**src/rtl/uart_pkg.sv**
```systemverilog
// Shared types for the UART receive path: word-assembly states and byte-lane layout.
// Bytes are packed little-endian; the first byte received lands in the low lane.
package uart_pkg;

  localparam int BYTE_W = 8;
  localparam int WORD_W = 32;
  localparam int PART_W = 3 * BYTE_W;

  localparam int LANE0_LSB = 0;
  localparam int LANE1_LSB = 8;
  localparam int LANE2_LSB = 16;
  localparam int LANE3_LSB = 24;

  // State value equals the number of bytes already held in the partial word.
  typedef enum logic [1:0] {
    ASM_B0 = 2'd0,
    ASM_B1 = 2'd1,
    ASM_B2 = 2'd2,
    ASM_B3 = 2'd3
  } asm_state_t;

endpackage

```
**src/rtl/sync_fifo.sv**
```systemverilog
// First-word-fall-through synchronous FIFO; a push is visible on head the next cycle.
// Pop on empty is ignored; push while full is accepted only if a pop happens in the same cycle.
module sync_fifo #(
  parameter int WIDTH = 32,
  parameter int DEPTH = 4
) (
  input  logic             clk,
  input  logic             rst,
  input  logic             push,
  input  logic [WIDTH-1:0] push_data,
  input  logic             pop,
  output logic [WIDTH-1:0] head,
  output logic             not_empty,
  output logic             full
);

  localparam int PTR_W = (DEPTH > 1) ? $clog2(DEPTH) : 1;
  localparam logic [PTR_W:0] DEPTH_CNT = (PTR_W + 1)'(DEPTH);

  logic [WIDTH-1:0] mem [DEPTH];
  logic [PTR_W-1:0] wr_ptr;
  logic [PTR_W-1:0] rd_ptr;
  logic [PTR_W:0]   count;
  logic             pop_ok;
  logic             push_ok;

  assign not_empty = (count != '0);
  assign full      = (count == DEPTH_CNT);
  assign pop_ok    = pop && not_empty;
  assign push_ok   = push && (!full || pop_ok);
  assign head      = not_empty ? mem[rd_ptr] : '0;

  always_ff @(posedge clk) begin
    if (push_ok) begin
      mem[wr_ptr] <= push_data;
    end
  end

  // DEPTH is a power of two, so the pointers wrap by natural overflow.
  always_ff @(posedge clk) begin
    if (rst) begin
      wr_ptr <= '0;
      rd_ptr <= '0;
      count  <= '0;
    end else begin
      if (push_ok) begin
        wr_ptr <= wr_ptr + PTR_W'(1);
      end
      if (pop_ok) begin
        rd_ptr <= rd_ptr + PTR_W'(1);
      end
      case ({push_ok, pop_ok})
        2'b10:   count <= count + (PTR_W + 1)'(1);
        2'b01:   count <= count - (PTR_W + 1)'(1);
        default: count <= count;
      endcase
    end
  end

endmodule

```
**src/rtl/uart_rx_word_assembler.sv**
```systemverilog
// Packs UART bytes little-endian into 32-bit words and buffers them in a FWFT FIFO (word visible 1 cycle after 4th byte).
// Words arriving while full with no pop are dropped and flagged sticky in overrun_o; stale partial words time out.
module uart_rx_word_assembler
  import uart_pkg::*;
#(
  parameter int FIFO_DEPTH     = 4,
  parameter int TIMEOUT_CYCLES = 1_000_000
) (
  input  logic              clk,
  input  logic              rst,
  input  logic [BYTE_W-1:0] rx_byte_i,
  input  logic              rx_valid_i,
  input  logic              rd_en_i,
  input  logic              clr_overrun_i,
  output logic [WORD_W-1:0] word_o,
  output logic              word_valid_o,
  output logic              full_o,
  output logic              overrun_o,
  output logic              timeout_o
);

  localparam int CNT_W = (TIMEOUT_CYCLES > 2) ? $clog2(TIMEOUT_CYCLES) : 1;
  localparam logic [CNT_W-1:0] CNT_LAST = CNT_W'(TIMEOUT_CYCLES - 1);

  asm_state_t        state;
  logic [PART_W-1:0] partial;
  logic [CNT_W-1:0]  idle_cnt;
  logic              push;
  logic [WORD_W-1:0] push_data;

  assign push = rx_valid_i && (state == ASM_B3);

  always_comb begin
    push_data = WORD_W'(partial);
    push_data[LANE3_LSB +: BYTE_W] = rx_byte_i;
  end

  // A byte arriving on the would-be timeout cycle wins: it is taken and the counter restarts.
  always_ff @(posedge clk) begin
    if (rst) begin
      state     <= ASM_B0;
      partial   <= '0;
      idle_cnt  <= '0;
      timeout_o <= 1'b0;
    end else begin
      timeout_o <= 1'b0;
      if (rx_valid_i) begin
        idle_cnt <= '0;
        unique case (state)
          ASM_B0: begin
            partial[LANE0_LSB +: BYTE_W] <= rx_byte_i;
            state <= ASM_B1;
          end
          ASM_B1: begin
            partial[LANE1_LSB +: BYTE_W] <= rx_byte_i;
            state <= ASM_B2;
          end
          ASM_B2: begin
            partial[LANE2_LSB +: BYTE_W] <= rx_byte_i;
            state <= ASM_B3;
          end
          ASM_B3: begin
            partial <= '0;
            state   <= ASM_B0;
          end
        endcase
      end else if (state != ASM_B0) begin
        if (idle_cnt == CNT_LAST) begin
          state     <= ASM_B0;
          partial   <= '0;
          idle_cnt  <= '0;
          timeout_o <= 1'b1;
        end else begin
          idle_cnt <= idle_cnt + CNT_W'(1);
        end
      end
    end
  end

  // A fresh drop in the same cycle as a clear keeps the flag set.
  always_ff @(posedge clk) begin
    if (rst) begin
      overrun_o <= 1'b0;
    end else if (push && full_o && !rd_en_i) begin
      overrun_o <= 1'b1;
    end else if (clr_overrun_i) begin
      overrun_o <= 1'b0;
    end
  end

  sync_fifo #(
    .WIDTH (WORD_W),
    .DEPTH (FIFO_DEPTH)
  ) u_fifo (
    .clk       (clk),
    .rst       (rst),
    .push      (push),
    .push_data (push_data),
    .pop       (rd_en_i),
    .head      (word_o),
    .not_empty (word_valid_o),
    .full      (full_o)
  );

endmodule

```
**config.mk**
```make
export PLATFORM = sky130hd
export DESIGN_NAME = uart_rx_word_assembler
export DESIGN_NICKNAME = d
export VERILOG_FILES = /design/src/rtl/uart_pkg.sv /design/src/rtl/sync_fifo.sv /design/src/rtl/uart_rx_word_assembler.sv
export SDC_FILE = /design/constraint.sdc
export NUM_CORES = 1
export LEC_CHECK = 0
export CORE_MARGIN = 2
export CORE_UTILIZATION = 58
export CTS_CLUSTER_DIAMETER = 100
export DETAILED_ROUTE_END_ITERATION = 10
export GPL_TIMING_DRIVEN = 0
export PLACE_DENSITY = 0.88
export SYNTH_ARGS = -nofsm -noshare
export SYNTH_HDL_FRONTEND = slang
export SYNTH_SLANG_ARGS = --single-unit
```
**constraint.sdc**
```tcl
create_clock -name clk -period 3.3 [get_ports clk]
set_input_delay 0.99 -clock clk [delete_from_list [all_inputs] [get_ports clk]]
set_output_delay 0.99 -clock clk [all_outputs]
set_load 0.1 [all_outputs]
```
==> summary.txt <==
Place
  • DP HPWL: 8.955 mm
  • Inst Count DP: 668
  • PortBufs: 46
  • Post-DP Area: 7921 um2
  • Final Wtd Congestion: 0.8123

Power
  • Int Pwr: 3.617 mW
  • Psw: 0.9933 mW
  • Comb pwr share: approximately 4.6%
  • VDD IR max: 0.3347 mV
  • Power Density: 553.1 nW/um2
  • Clock power frac: 40.7%
  • Reg power frac: 54.8%
  • Power Total: 4.610 mW
  • Pleak: 2.874 nW
  • Sw Ratio: 21.55%

STA
  • Final Slew Violations: 0
  • Relative slew slack: between 9 and 10%
  • Fin crit period: 3.246 ns
  • Period utilisation layout: 98.36%
  • Clk_skew: 0.008031 ns
  • Setup TNS: 0 ns
  • Worst slew pin tran: 1.353 ns
  • Final setup fails: 0
  • Final hold vios: 0
  • Unrepaired setup endpoints after global routing: yes
  • Hold_ws: 0.4957 ns
  • Maximum operating frequency: 0.3081 GHz

Die
  • Row Count: 40
  • Die Ht: roughly 120 um
  • Initial Util: about three fifths
  • Die area: 13400 um2
  • Ports: 49
  • Chip width: 115.8 um
  • Core Region: between 10000 and 15000 um2

Flow run
  • Max-cap violation count: 0

Global route
  • GRT Util Overall: 22.51%
  • Vias in the first global route: 4233
  • First-pass GRT wire length: 22.03 mm
  • Initial antenna violation count: 0
  • Largest net degree at the start of global routing: 33
  • GRT overflow: 0

Worst hold path
  • Worst hold path class: reg -> reg

Logic synthesis
  • Synth Instances: about 450
  • Synthesized area: 7244 um2
  • Mapped Nets: 479
  • Top cells by count, synth: edfxtp_1, dfxtp_1, and2_1
  • Largest family of logic cells by synthesized area: multiplexers
  • Seq/Total Area, Yosys: 68.81%
  • Largest area contributor in the netlist: edfxtp_1
  • Most common cell in the netlist: edfxtp_1
  • EDFF count, synth: 128
  • Multiplexer area fraction after synthesis: about a tenth
  • Synth Area in Simple Gates: 9.551%
  • Synth Area in XOR/XNOR: 2.055%
  • Area share of fa/ha/maj cells after synthesis: 2.176%
  • Synth cell types: 41
  • #FFs+latches synth: 185
  • Number of synthesis warnings: 0
  • Synth Area in Compound Gates: approximately 5.3%
  • Synth area leaders: edfxtp_1, dfxtp_1, mux4_2, and2_1, o2bb2ai_1
  • Avg Cell Area, Syn: 15.96 um2
  • Async S/R FF share, synth: 0%
  • Post-synth top area share: 53.06%
  • Synth Flop Type: edfxtp_1

Clock network
  • Skew-Pair Late Insertion Delay: 0.43 ns
  • Clock slew seen by the registers of the worst setup and hold paths: 0.06 ns
  • Root buffer cell: clkbuf_16
  • TritonCTS Sinks: 185
  • Hold buffers post-CTS: 0
  • CTS buffer count: 17
  • Max H-tree Level: 4
  • Clock Path Buffers: 2
  • CTS tree: yes

Layout
  • N_diodes: 0
  • Finished layout cell area: between 8000 and 9000 um2
  • Share of cells above drive strength 1: 20.57%
  • Fill count: 830
  • Final Non-Filler Cells: 698
  • Area grow syn2layout: 15.06%
  • Nets: 542

Setup path
  • Crit path required time: 2.31 ns
  • Crit-path cells: buf_4 > mux4_2 > and2_1 > buf_2
  • CP peak stage delay: 0.57 ns
  • Setup CP Type: reg -> out
  • Worst r2r dst: u_fifo.mem[1][19]
  • Crit. End Element: output port
  • CP max-delay cell: mux4_2
  • WP depth: 4
  • Reg2Reg Depth: 5
  • Buf/Inv on CP: 2
  • CP top delay family: buffers and inverters
  • Startpoint types: register
  • Reg2reg start: state[0]
  • CP Data Arrival Time: 2.26 ns
  • Crit path to: word_o[15]
  • R2R setup slack: 0.60 ns
  • Crit Path Max Fanout: 10

Drt
  • Initial DRC Count: 270
  • Total wire length: roughly 14 mm
  • DR WL/cell: 19.71 um
  • DRT Pass-1 Iters: 4
  • Drc violations: 0
  • Routed via count: roughly 4000
  • Antenna Violating Nets Remaining: 0
  • Vias per Instance: 5.752

Status
  • Status: complete, no violations
worst reg2reg max path, cell delays in order, from the launching register on:
cell      delay [ns]
dfxtp_1         0.36
ha_1            0.25
clkbuf_1        0.42
nand2_1         0.10
nor2_1          0.37
and2_2          0.81
worst min-delay path by stage:
stage	cells past startpoint	slack (ns)	end	startpoint
after floorplan	2	0.45	idle_cnt[19]	idle_cnt[19]
after global placement	2	0.46	idle_cnt[18]	idle_cnt[18]
after detailed placement	2	0.48	overrun_o	overrun_o
after CTS	2	0.49	idle_cnt[18]	idle_cnt[18]
after global routing	0	0.53	u_fifo.mem[2][8]	partial[8]
final	2	0.50	idle_cnt[19]	idle_cnt[19]
power groups by stage:
stage                     sequential (mW)  combinational, mW  clock (mW)
after floorplan                      2.56              0.150           0
after global placement               2.57              0.206           0
after detailed placement             2.57              0.214           0
after CTS                            2.52              0.210        1.89
after global routing                 2.53              0.224        1.98
final                                2.52              0.210        1.88
logic make-up after synthesis:
kind of cell               after synthesis
AOI/OAI and AO/OA                       52
buffers and inverters                   33
adders and majority gates               12
xor gates and xnor gates                17
and+or+nand+nor                        121
muxes                                   34
DFF                                    185
layout by cell type, fill, tap and decap left out, types with 3 or more instances in the layout:
master / instances
nand2_1: 11
xnor2_1: 9
a21oi_1: 9
o2bb2ai_1: 24
nor2_1: 25
clkbuf_1: 11
clkbuf_2: 3
clkbuf_16: 17
and2_2: 4
buf_4: 3
a311oi_1: 3
edfxtp_1: 128
clkdlybuf4s50_1: 13
o21ai_0: 7
and3_1: 3
dfxtp_1: 57
clkdlybuf4s15_2: 3
or3_1: 6
o21a_1: 3
nor2b_1: 3
or4_1: 3
and2_1: 33
mux4_2: 32
o31ai_1: 3
clkinvlp_4: 7
nand2b_1: 11
nand3_1: 6
ha_1: 11
inv_1: 13
buf_2: 32
xor2_1: 8
timing repair:
action / in CTS / in global routing
resized for setup: 165 / 1
buffers inserted: 0 / 0
setup endpoints to repair: 33 / 28
endpoints found under the hold margin: 0 / 0
flip-flops by register name (all words and copies together), names as in the netlist, named ones only:
name and count:
u_fifo.mem 128, partial 24, idle_cnt 20, u_fifo.count 3
state 2, u_fifo.rd_ptr 2, u_fifo.wr_ptr 2, overrun_o 1
timeout_o 1
metrics by stage:
step / worst slack, ns / util, %
after floorplan: 0.2858 / -
after detailed placement: -0.4469 / 65.40
after CTS: 0.02101 / 68.78
final: 0.05424 / 68.82
after global routing: -0.05441 / 68.82
after global placement: -0.4556 / 65.36
routing by layer:
layer	GRT usage, %	share of wire [%]	vias to the layer above
li1	-	-	1857
met1	27.91	41	2021
met2	38.40	52	109
met3	5.387	4.8	28
met4	9.286	2.4	0
met5	0	0	-
final cells by class:
type / count / area (um2) / share of cell area, %
clock inverter: 12 / 105.1 / 1.261
inverter: 13 / 48.80 / 0.5854
timing repair buffer: 46 / 314.1 / 3.768
sequential: 185 / 4985 / 59.80
multi-input combinational: 236 / 2133 / 25.59
clock buffer: 20 / 446.7 / 5.359
tap: 168 / 210.2 / 2.522
buffer: 18 / 92.59 / 1.111
No activity file was read; power rests on OpenSTA's default activity.
